File: src/rtl/rggen_rtl_pkg.sv
// Shared types and helpers for the rggen external-bus exporter.
//   rggen_status          - two-bit response status (OKAY/EXOKAY/SLVERR/DECERR)
//   rggen_exporter_state  - exporter FSM states (IDLE/BUSY/RESP)
//   rggen_counter_fits()  - true when a counter of 'width' bits can hold 'limit'
package rggen_rtl_pkg;

  typedef enum logic [1:0] {
    RGGEN_OKAY   = 2'b00,
    RGGEN_EXOKAY = 2'b01,
    RGGEN_SLVERR = 2'b10,
    RGGEN_DECERR = 2'b11
  } rggen_status;

  typedef enum logic [1:0] {
    EXPORTER_IDLE = 2'b00,
    EXPORTER_BUSY = 2'b01,
    EXPORTER_RESP = 2'b10
  } rggen_exporter_state;

  // A limit of 0 (timeout disabled) fits any width.
  function automatic bit rggen_counter_fits(int width, int limit);
    if (limit <= 0) return 1'b1;
    return ($clog2(limit + 1) <= width);
  endfunction

endpackage

File: src/rtl/rggen_timeout_counter.sv
// Saturating busy-cycle counter with an expiry flag.
//   clk, rst  - clock, synchronous active-high reset
//   clear     - zero the count (takes priority over enable)
//   enable    - count one cycle (holds at all-ones, never wraps)
//   expired   - count has reached LIMIT-1; always 0 when LIMIT == 0
// Parameters: WIDTH (count width), LIMIT (cycles to expiry, 0 = never).
module rggen_timeout_counter #(
  parameter int WIDTH = 8,
  parameter int LIMIT = 255
) (
  input  logic clk,
  input  logic rst,
  input  logic clear,
  input  logic enable,
  output logic expired
);

  localparam logic [WIDTH-1:0] LAST = (LIMIT > 0) ? WIDTH'(LIMIT - 1) : '0;

  logic [WIDTH-1:0] count;

  always_ff @(posedge clk) begin
    if (rst) begin
      count <= '0;
    end else if (clear) begin
      count <= '0;
    end else if (enable && (count != '1)) begin
      count <= count + WIDTH'(1);
    end
  end

  // Expiry is flagged on the last allowed cycle itself, so the owner can
  // leave on that same edge when its response is still missing.
  assign expired = (LIMIT > 0) && (count == LAST);

endmodule

File: src/rtl/rggen_bus_exporter_tmo.sv
// External-register bus exporter with response timeout.
// Bridges one decoded register window from the local command bus to an
// external valid/ready bus and returns a registered one-cycle response.
//   clk, rst                  - clock, synchronous active-high reset
//   i_valid/i_select/i_write/i_read/i_address/i_strobe/i_write_data
//                             - local command from the address decoder
//   o_ready/o_read_data/o_status - one-cycle response to the response mux
//   o_valid/o_write/o_read/o_address/o_strobe/o_write_data
//                             - external request, held stable while o_valid
//   i_ready/i_read_data/i_status - external response
//   o_timeout                 - pulses with o_ready when the response timed out
//   o_error_count             - only with RGGEN_BUS_EXPORTER_ERROR_COUNT_EN:
//                               saturating count of SLVERR/DECERR responses
// Handshake: a local command is accepted in IDLE when i_valid & i_select &
// (i_write | i_read); the external side completes a request in the first
// cycle where o_valid & i_ready are both high; o_ready is a single-cycle
// strobe and the upstream keeps i_valid high until it sees it.
module rggen_bus_exporter_tmo
  import rggen_rtl_pkg::*;
#(
  parameter int                             DATA_WIDTH             = 32,
  parameter int                             LOCAL_ADDRESS_WIDTH    = 8,
  parameter int                             EXTERNAL_ADDRESS_WIDTH = 7,
  parameter logic [LOCAL_ADDRESS_WIDTH-1:0] START_ADDRESS          = '0,
  parameter int                             TIMEOUT_CYCLES         = 255,
  parameter int                             COUNTER_WIDTH          = 8
) (
  input  logic                              clk,
  input  logic                              rst,
  input  logic                              i_valid,
  input  logic                              i_select,
  input  logic                              i_write,
  input  logic                              i_read,
  input  logic [LOCAL_ADDRESS_WIDTH-1:0]    i_address,
  input  logic [DATA_WIDTH/8-1:0]           i_strobe,
  input  logic [DATA_WIDTH-1:0]             i_write_data,
  output logic                              o_ready,
  output logic [DATA_WIDTH-1:0]             o_read_data,
  output logic [1:0]                        o_status,
  output logic                              o_valid,
  output logic                              o_write,
  output logic                              o_read,
  output logic [EXTERNAL_ADDRESS_WIDTH-1:0] o_address,
  output logic [DATA_WIDTH/8-1:0]           o_strobe,
  output logic [DATA_WIDTH-1:0]             o_write_data,
  input  logic                              i_ready,
  input  logic [DATA_WIDTH-1:0]             i_read_data,
  input  logic [1:0]                        i_status,
`ifdef RGGEN_BUS_EXPORTER_ERROR_COUNT_EN
  output logic [7:0]                        o_error_count,
`endif
  output logic                              o_timeout
);

  if (!rggen_counter_fits(COUNTER_WIDTH, TIMEOUT_CYCLES)) begin : g_bad_counter_width
    $error("COUNTER_WIDTH is too narrow for TIMEOUT_CYCLES");
  end

  rggen_exporter_state state_q, state_d;

  logic                              cmd_accept;
  logic                              resp_ack;
  logic                              timeout_hit;
  logic                              counter_expired;
  logic                              write_q;
  logic                              read_q;
  logic [EXTERNAL_ADDRESS_WIDTH-1:0] address_q;
  logic [DATA_WIDTH/8-1:0]           strobe_q;
  logic [DATA_WIDTH-1:0]             write_data_q;
  logic [DATA_WIDTH-1:0]             resp_data_q;
  logic [1:0]                        resp_status_q;
  logic                              timeout_q;

  assign cmd_accept  = (state_q == EXPORTER_IDLE) && i_valid && i_select && (i_write || i_read);
  assign resp_ack    = (state_q == EXPORTER_BUSY) && i_ready;
  // A response arriving on the expiry cycle wins over the timeout.
  assign timeout_hit = (state_q == EXPORTER_BUSY) && !i_ready && counter_expired;

  always_comb begin
    state_d = state_q;
    case (state_q)
      EXPORTER_IDLE: if (cmd_accept)              state_d = EXPORTER_BUSY;
      EXPORTER_BUSY: if (resp_ack || timeout_hit) state_d = EXPORTER_RESP;
      EXPORTER_RESP:                              state_d = EXPORTER_IDLE;
      default:                                    state_d = EXPORTER_IDLE;
    endcase
  end

  always_ff @(posedge clk) begin
    if (rst) state_q <= EXPORTER_IDLE;
    else     state_q <= state_d;
  end

  // Request payload is captured once at acceptance and held through BUSY.
  always_ff @(posedge clk) begin
    if (rst) begin
      write_q      <= 1'b0;
      read_q       <= 1'b0;
      address_q    <= '0;
      strobe_q     <= '0;
      write_data_q <= '0;
    end else if (cmd_accept) begin
      write_q      <= i_write;
      read_q       <= i_read;
      address_q    <= EXTERNAL_ADDRESS_WIDTH'(i_address - START_ADDRESS);
      strobe_q     <= i_strobe;
      write_data_q <= i_write_data;
    end
  end

  always_ff @(posedge clk) begin
    if (rst) begin
      resp_data_q   <= '0;
      resp_status_q <= '0;
      timeout_q     <= 1'b0;
    end else if (resp_ack) begin
      resp_data_q   <= write_q ? '0 : i_read_data;
      resp_status_q <= i_status;
      timeout_q     <= 1'b0;
    end else if (timeout_hit) begin
      resp_data_q   <= '0;
      resp_status_q <= RGGEN_SLVERR;
      timeout_q     <= 1'b1;
    end
  end

  rggen_timeout_counter #(
    .WIDTH (COUNTER_WIDTH),
    .LIMIT (TIMEOUT_CYCLES)
  ) u_timeout_counter (
    .clk     (clk),
    .rst     (rst),
    .clear   (cmd_accept),
    .enable  ((state_q == EXPORTER_BUSY) && !i_ready),
    .expired (counter_expired)
  );

`ifdef RGGEN_BUS_EXPORTER_ERROR_COUNT_EN
  logic [7:0] error_count_q;

  // Status bit 1 set means SLVERR or DECERR (timeouts report SLVERR).
  always_ff @(posedge clk) begin
    if (rst) begin
      error_count_q <= '0;
    end else if ((state_q == EXPORTER_RESP) && resp_status_q[1] && (error_count_q != 8'hFF)) begin
      error_count_q <= error_count_q + 8'd1;
    end
  end

  assign o_error_count = error_count_q;
`endif

  assign o_valid      = (state_q == EXPORTER_BUSY);
  assign o_write      = write_q;
  assign o_read       = read_q;
  assign o_address    = address_q;
  assign o_strobe     = strobe_q;
  assign o_write_data = write_data_q;

  assign o_ready      = (state_q == EXPORTER_RESP);
  assign o_read_data  = o_ready ? resp_data_q : '0;
  assign o_status     = o_ready ? resp_status_q : 2'b00;
  assign o_timeout    = o_ready && timeout_q;

endmodule

File: config.mk
export PLATFORM = sky130hd
export DESIGN_NAME = rggen_bus_exporter_tmo
export DESIGN_NICKNAME = d
export VERILOG_FILES = /design/src/rtl/rggen_rtl_pkg.sv /design/src/rtl/rggen_timeout_counter.sv /design/src/rtl/rggen_bus_exporter_tmo.sv
export SDC_FILE = /design/constraint.sdc
export NUM_CORES = 1
export LEC_CHECK = 0
export BUFFER_PORTS_ARGS = -buffer_cell sky130_fd_sc_hd__buf_2
export CORE_ASPECT_RATIO = 0.9
export CORE_MARGIN = 10
export CORE_UTILIZATION = 47
export CTS_CLUSTER_DIAMETER = 200
export DETAILED_ROUTE_END_ITERATION = 6
export PLACE_DENSITY_LB_ADDON = 0.1
export SYNTH_ARGS = -nofsm -noshare
export SYNTH_HDL_FRONTEND = slang
export SYNTH_HIERARCHICAL = 1
export SYNTH_SLANG_ARGS = --single-unit
File: constraint.sdc
create_clock -name clk -period 2.3 [get_ports clk]
set_clock_uncertainty 0.15 [all_clocks]
set_input_delay 0.46 -clock clk [delete_from_list [all_inputs] [get_ports clk]]
set_output_delay 0.46 -clock clk [all_outputs]
set_load 0.01 [all_outputs]
==> After elaboration in Yosys (flattened, before gate mapping) <==
Cells that the tools add are included.
{ "totals": {"ff_bits": 90, "latchBits": 0, "ram_bits": 0, "romBits": 0, "inputBits": 85, "output_inout_bits": 82, "word_cells": 43, "memories": 0} }
{ "classes": {"n_addsub": 1, "multipliers": 0, "div_mod_pow": 0, "order_cmp": 0, "eq_ne": 6, "n_shift": 0, "mux": 10, "n_bitwise": 0, "reduce_logical": 16} }
{ "ops": {"columns": ["cell", "n"], "rows": [
  ["$mux 32", 4],
  ["$mux 2", 5],
  ["$add 8x1->8 const B", 1],
  ["$eq 8x8->1 const B", 1],
  ["$logic_and 1x1->1", 8],
  ["$ne 8x8->1 const B", 1],
  ["$pmux 2 s2", 1],
  ["$reduce_or 2->1", 2],
  ["$eq 2x1->1 const B", 1],
  ["$eq 2x2->1 const B", 1],
  ["$logic_not 2->1", 1],
  ["$logic_or 1x1->1", 2],
  ["$ne 2x1->1 const B", 1],
  ["$ne 2x2->1 const B", 1],
  ["$reduce_and 2->1", 1],
  ["$reduce_bool 2->1", 1],
  ["$logic_not 1->1", 1]
]} }

==> Depth between registers and ports, before layout <==
Gate-level depths: netlist of run 1.
{ "depth": {"word_depth": 6, "depth_mapped": 8, "ltp_nobuf": 7} }

==> By module <==
Netlist of run 1, hierarchy kept.
{ "modules_own_cells": {"columns": ["module", "instances", "cells_each", "area_per_inst_um2", "seq_area_each_um2"], "rows": [
  ["rggen_bus_exporter_tmo", 1, 402, 3389.5, 1641.6],
  ["rggen_timeout_counter", 1, 51, 450.4, 160.2]
]} }

==> Least setup slack after synthesis of run 1 <==
OpenSTA, ideal clock, no wires.
{ "synth_path": {"path_type": "reg2reg", "from": "reg state_q[1]", "to": "reg u_timeout_counter.count[5]", "setup_time_ns": 0.072, "t_arrival_ns": 1.663, "required_time_ns": 2.078, "path_slack_ns": 0.416, "path_stages_with_launch": 8, "n_path_buf": 2, "synth_period_minus_slack_ns": 1.884, "cell_sequence": "dfxtp_1 > nand2b_1 > buf_2 > buf_2 > nor2_1 > nand3_2 > a2111oi_4 > mux2i_1"} }
{ "synth_via": {"elab_chain_len": 5, "word_cells_on_any_way": 8, "cone_classes": "1 x eq/ne; 7 x reduce/logical"} }
{ "synth_lines": {"columns": ["item", "line_no", "rtl"], "rows": [
  ["start, declared", "rggen_bus_exporter_tmo.sv:59", "rggen_exporter_state state_q, state_d;"],
  ["start signal, assigned", "rggen_bus_exporter_tmo.sv:91", "else state_q <= state_d;"],
  ["$logic_not 2->1", "rggen_bus_exporter_tmo.sv:74", "assign cmd_accept = (state_q == EXPORTER_IDLE) && i_valid && i_select && (i_write || i_read);"],
  ["$logic_and 1x1->1 (3 in a row)", "rggen_bus_exporter_tmo.sv:74", null],
  ["$reduce_or 2->1 (no line)", null, null],
  ["end signal, assigned", "rggen_timeout_counter.sv:28", "count <= count + WIDTH'(1);"],
  ["end, declared", "rggen_timeout_counter.sv:20", "logic [WIDTH-1:0] count;"]
]} }
Several ways; a longest one is shown, not always the timed one.
A chain may end at the register's enable or synchronous reset.

==> Worst setup path in the final report of run 1 <==
{ "layout_path": {"from": "reg state_q[1]", "to": "out o_valid"} }
{ "layout_via": {"elab_chain_len": 1} }
{ "layout_lines": {"columns": ["item", "line_no", "rtl"], "rows": [
  ["$eq 2x1->1", "rggen_bus_exporter_tmo.sv:153", "assign o_valid = (state_q == EXPORTER_BUSY);"],
  ["end, declared", "rggen_bus_exporter_tmo.sv:40", "output logic o_valid,"]
]} }
No other way between the ends.

==> results of run 1 <==
-- cell families after synthesis --
family,synth area share (%)
AND/OR/NAND/NOR,22.94
flip-flops,46.92
AO/OA/AOI/OAI,11.89
multiplexers,12.51
buffers and inverters,5.083
adder cells (fa/ha/maj),0.6516
-- through the flow --
stage / utilization, % / setup slack (ns) / instance area [um2] / hold WS [ns] / total power, mW
2_1_floorplan: - / 0.4158 / 3840 / 0.2946 / 1.853
3_3_place_gp: 59.07 / 0.4188 / 4720 / 0.2883 / 1.994
3_5_place_dp: 59.07 / 0.4086 / 4720 / 0.2955 / 2.001
4_1_cts: 61.78 / 0.07934 / 4936 / 0.1767 / 3.179
5_1_grt: 61.82 / 0.05775 / 4940 / 0.1667 / 3.279
6_report: 61.82 / 0.1767 / 4940 / 0.1846 / 3.138
-- power breakdown --
part	switching, mW	internal (mW)
clock network	0.543	0.634
logic	0.180	0.147
registers	0.0253	1.61
total	0.748	2.39
-- layout make-up --
cell class	count	area, um2
clock buffers	10	137.6
inverters	5	18.77
well taps	99	123.9
flip-flops and latches	90	1802
clock inverters	5	78.83
repair buffers	174	922.1
fillers	724	3050
multi-input cells	325	1857
-- final timing paths --
| kind | startpoint | endpoint | slack [ns] | cells after the start |
|---|---|---|---|---|
| worst min-delay path | i_read_data[17] | resp_data_q[17] | 0.18 | 3 |
| worst max register to register | state_q[0] | u_timeout_counter/count[5] | 0.51 | 5 |
| worst min register to register | o_write_data[17] | o_write_data[17] | 0.31 | 2 |
| worst max-delay path | state_q[1] | o_valid | 0.18 | 4 |
-- worst register-to-register path, cell delays in order (launching register included) --
cell and delay, ns:
dfxtp_1 0.44, nand2b_1 0.12, nor2_1 0.29, nand3_2 0.17, a2111oi_4 0.35, mux2i_1 0.21
-- sequential cells by signal, summed over array words and instances, names as in the netlist --
signal	count
o_strobe	4
timeout_q	1
state_q	2
resp_data_q	32
u_timeout_counter/count	8
resp_status_q	2
o_read	1
o_write_data	32
o_write	1
o_address	7
-- metal layers --
layer / global-route usage, % / wire length, um / up-vias
met5: 0 / 0 / -
met4: 3.357 / 102 / 0
met3: 10.32 / 1314 / 8
met2: 25.76 / 4657 / 109
met1: 18.34 / 4161 / 1562
li1: - / - / 1808
-- cells in the final DEF (no fill, tap or decap), types with 2 or more instances in the layout --
master	Yosys	routed
buf_2	17	165
nand2_1	130	130
dfxtp_1	90	90
mux2i_1	48	48
a21oi_1	36	36
and2_1	35	35
o21ai_0	35	35
clkbuf_8	0	10
nor2_1	7	6
buf_4	2	6
nand3_1	5	5
inv_1	5	4
nor3_1	3	3
a211oi_1	3	3
a31oi_1	3	3
bufinv_16	0	2
clkinv_2	0	2
buf_12	0	2
or3_1	2	2
and4_1	2	2
ha_1	2	2
-- repair_timing --
action / 4_1_cts / 5_1_grt
setup endpoints to repair: 0 / 1
setup buffers: 0 / 0
gates resized for setup: 0 / 1
endpoints found under the hold margin: 0 / 0
==> run metrics, run 1 <==
Hold Fails Final Rpt=0; Synth area leader=dfxtp_1; Area Growth Syn to Fin=28.64%; root buf cell=clkbuf_8; Max VDD drop=0.0004148 V; Non-Filler Instances=708; die height=105.8 um; routed vias/inst=4.925; Worst Path Required=1.69 ns; Buffers & Inverters on Critical Path=3; most common cell in the netlist=nand2_1; CTS hold repair buffers=0; f_max=471.0 MHz; Clock transition at path regs=0.09 ns; worst-path cell chain=nand2b_1, buf_6, inv_1, buf_2; routed via count=3487; Initial Util=48.06%; FFs w/ async S/R, synth=0%; final WL=10240 um; final worst path period need=2.123 ns; Setup crit end kind=primary output; top cell type's share of synthesized area=46.92%; PortBufs=165; slowest cell delay on critical path=0.43 ns; max_slew headroom=73.29%; core area=7990 um2; worst min path class=in -> reg; post-synth cell types=34; GPL Wtd Cong=0.7756; leak pwr=2.255 nW; highest-delay cell along the critical path=dfxtp_1; number of enable flip-flop cells after synthesis=0; Final setup viols=0; first-pass GRT wire length=16690 um; Post-Syn Area=3840 um2; Seq cells post-synth=90; Global Route Usage Sum=16.36%; Setup CP Type=reg -> out; ANT cells=0; synth top area cells=dfxtp_1, nand2_1, mux2i_1; nets@finish=692; drt drc=0; CP max FO=37; Seq/Total Area, Yosys=46.92%; final period utilization=92.32%; die width=115.3 um; antenna viol nets, final=0; share of cells above drive strength 1=32.68%; largest net degree at the start of global routing=93; drt wl/cell=14.46 um; PwrDens=635.3 nW/um2; Initial DRT Pass Iterations=4; Rows=31; predominant post-synthesis flop cell=dfxtp_1; Worst-Margin Slew=0.3976 ns; CTS Buf Count=9; global route total overflow=0; Top-Level Pins=167; Crit path max-delay family=buffers and inverters; die area=12190 um2; critical path startpoint category=register; CTS tree=done; Synth Warn #=6; Fin Setup TNS=0 ns; Final HPWL DP=7551 um; DRT iter0 DRCs=167; initial antenna violation count=0; RSZ-0062 raised after global routing=false; Mapped Nets=540; Clock Latency Late Sink=0.35 ns; Arrival @ worst endpoint=1.51 ns; Synth Instances=453; Synth Area per Inst=8.477 um2; placed instance count=693; Max Slew Vio Count=0; Clock Path Buffers=2; Sink Count=90; Commonest cells post-synth=nand2_1, dfxtp_1, mux2i_1, a21oi_1; status=complete, no violations; CTS HTree Levels=3; maxcap violations=0; vias in the first global route=3512
(Power assumes the default switching activity.)
==> run 2: changes to the inputs <==
Settings changed: CELL_PAD_IN_SITES_DETAIL_PLACEMENT set to 0, CELL_PAD_IN_SITES_GLOBAL_PLACEMENT set to 2, CORE_UTILIZATION 47 to 26.
==> run 2 against run 1 <==
  * Non-clock buffer count rose by 3
  * Fmax up 2.5%
  * Design area is 3.4% higher
  * Sequential cell count stayed put
  * Global-route usage fell by 4.4 points
==> run metrics, run 2 (synthesis results as in run 1) <==
Clock Path Buffers=2 (unchanged); DRT iter0 DRCs=136 (-19%); die height=135.3 um (+28%); global route total overflow=0 (unchanged); Initial DRT Pass Iterations=4 (unchanged); Max VDD drop=0.0003904 V (-5.9%); Final HPWL DP=8781 um (+16%); routed vias/inst=4.355 (-12%); critical path startpoint category=register; Hold Fails Final Rpt=0 (unchanged); CTS Buf Count=9 (unchanged); r2r worst-path depth=6 (+1); R2R Path End=u_timeout_counter/count[6]; Buffers & Inverters on Critical Path=2 (-1); Hold Startpoint=i_read_data[10]; final WL=12070 um (+18%); Max Slew Vio Count=0 (unchanged); Worst Path Required=1.69 ns (about the same); Layout Utilization=34.98% (-27 points); worst-path cell chain=nor2b_2, buf_4, and2_1, buf_2; Rows=42 (+35%); Final setup viols=0 (unchanged); root buf cell=clkbuf_16; most frequent cells in the layout=buf_2, nand2_1, dfxtp_1, mux2i_1, a21oi_1; slowest cell delay on critical path=0.40 ns (-0.03 ns); CTS hold repair buffers=0 (unchanged); Clk pwr share=39.5% (+2.0 points); switching share of power=24.23% (+0.40 points); drt wl/cell=14.92 um (+3.2%); initial antenna violation count=4 (+4); die width=148.1 um (+28%); CP max FO=21 (-43%); Initial Util=26.28% (-22 points); leak pwr=2.275 nW (+0.89%); PortBufs=165 (unchanged); Clock transition at path regs=0.06 ns (-0.03 ns); GPL Wtd Cong=0.7483 (-3.5%); Setup Fix Bufs, Post-CTS=0 (unchanged); Seq pwr share=50.2% (-1.9 points); Top-Level Pins=167 (unchanged); Sink Count=90 (unchanged); first-pass GRT wire length=19550 um (+17%); reg2reg setup slack=0.53 ns (+0.02 ns); final instance area=5110 um2 (+3.4%); most common cell after layout, fill and taps aside=buf_2; max_slew headroom=68.31% (-5.0 points); FF-to-FF Start=state_q[0]; f_max=482.6 MHz (+2.5%); internal power=2.474 mW (+3.5%); Clock Latency Late Sink=0.34 ns (about the same); vias in the first global route=3740 (+6.5%); final period utilization=90.09% (-2.2 points); share of cells above drive strength 1=32.30% (-0.38 points); Fin Setup TNS=0 ns (unchanged); register area=1802 um2 (unchanged); Area Growth Syn to Fin=33.07%; Hold Path Cell Cnt=3 (unchanged); antenna viol nets, final=0 (unchanged); core area=14610 um2 (+83%); Cell Area, Placed=4866 um2 (+3.1%); maxcap violations=0 (unchanged); Setup CP Type=reg -> out; nets@finish=695 (+0.43%); status=complete, no violations; Arrival @ worst endpoint=1.46 ns (-0.05 ns); worst min path class=in -> reg; routed via count=3523 (+1.0%); drt drc=0 (unchanged); die area=20040 um2 (+64%); CTS HTree Levels=3 (unchanged); Setup crit end kind=primary output; # resized after CTS=0 (unchanged); Hold Crit Endpoint=resp_data_q[10]; Fillers=1631 (+130%); Worst-Margin Slew=0.4737 ns (+0.07604 ns); RSZ-0062 raised after global routing=false; Crit path max-delay family=flip-flops; largest net degree at the start of global routing=81 (-13%); Comb power frac=10.3% (about the same); Multi-input gate area=1857 um2 (unchanged); PwrDens=639.0 nW/um2 (+0.58%); final worst path period need=2.072 ns (-0.05125 ns); Psw=0.7911 mW (+5.8%); highest-delay cell along the critical path=dfxtp_1; CTS tree=done; Global Route Usage Sum=12.00% (-4.4 points)
-- run 2: changes by cell type in the layout (fill, tap and decap cells not counted), sizes merged --
cell	previous run	this run
buf	174	177
bufinv	2	0
clkbuf	10	12
clkinv	3	1
diode	0	1
-- run 2: how the worst max path moves through the flow --
stage               startpoint                    endpoint  slack, ns  depth (start not counted)
floorplan           state_q[1]  u_timeout_counter/count[5]       0.42                          7
global placement      i_select                o_address[5]       0.42                          5
detailed placement    i_select                o_address[4]       0.42                          5
CTS                 state_q[1]              o_read_data[0]       0.18                          4
global route        state_q[1]              o_read_data[0]       0.08                          4
finish              state_q[1]              o_read_data[0]       0.23                          4
-- run 2: power by group through the flow --
stage	Combinational (mW)	Clock [mW]	Sequential [mW]
after floorplan	0.167	0	1.69
after global placement	0.344	0	1.67
after detailed placement	0.347	0	1.67
after CTS	0.347	1.36	1.64
after global routing	0.381	1.41	1.64
final	0.338	1.29	1.64
-- run 2: cell type report --
class | count | share of cell area, %
antenna | 1 | 0.04897
clock buffer | 12 | 4.628
clock inverter | 1 | 0.09794
inverter | 5 | 0.3673
multi-input combinational | 325 | 36.34
sequential | 90 | 35.26
tap | 198 | 4.848
timing repair buffer | 177 | 18.41
-- run 2: stage by stage --
| stage | worst slack, ns | std cells | power (mW) | hold WS [ns] |
|---|---|---|---|---|
| finish | 0.2280 | 809 | 3.265 | 0.2066 |
| CTS | 0.1822 | 808 | 3.349 | 0.1881 |
| global placement | 0.4241 | 795 | 2.013 | 0.2891 |
| floorplan | 0.4158 | 453 | 1.853 | 0.2946 |
| global route | 0.08083 | 808 | 3.435 | 0.1923 |
| detailed placement | 0.4190 | 795 | 2.018 | 0.2981 |
-- run 2: metal layers --
metal	wire length, um	GRT usage (%)	vias to the layer above	part of all wire (%)
met5	32	0	-	0.27
met4	101	2.640	4	0.84
met3	1490	8.049	10	12
met2	5075	18.04	113	42
met1	5373	13.87	1579	45
li1	-	-	1817	-
-- run 2: worst reg2reg max path, cell delays in order, from the launching register on --
cell and delay [ns]:
dfxtp_1 0.43, nand2b_1 0.19, nor2_1 0.19, buf_4 0.16, and4_1 0.27, a31oi_1 0.10
a211oi_1 0.21
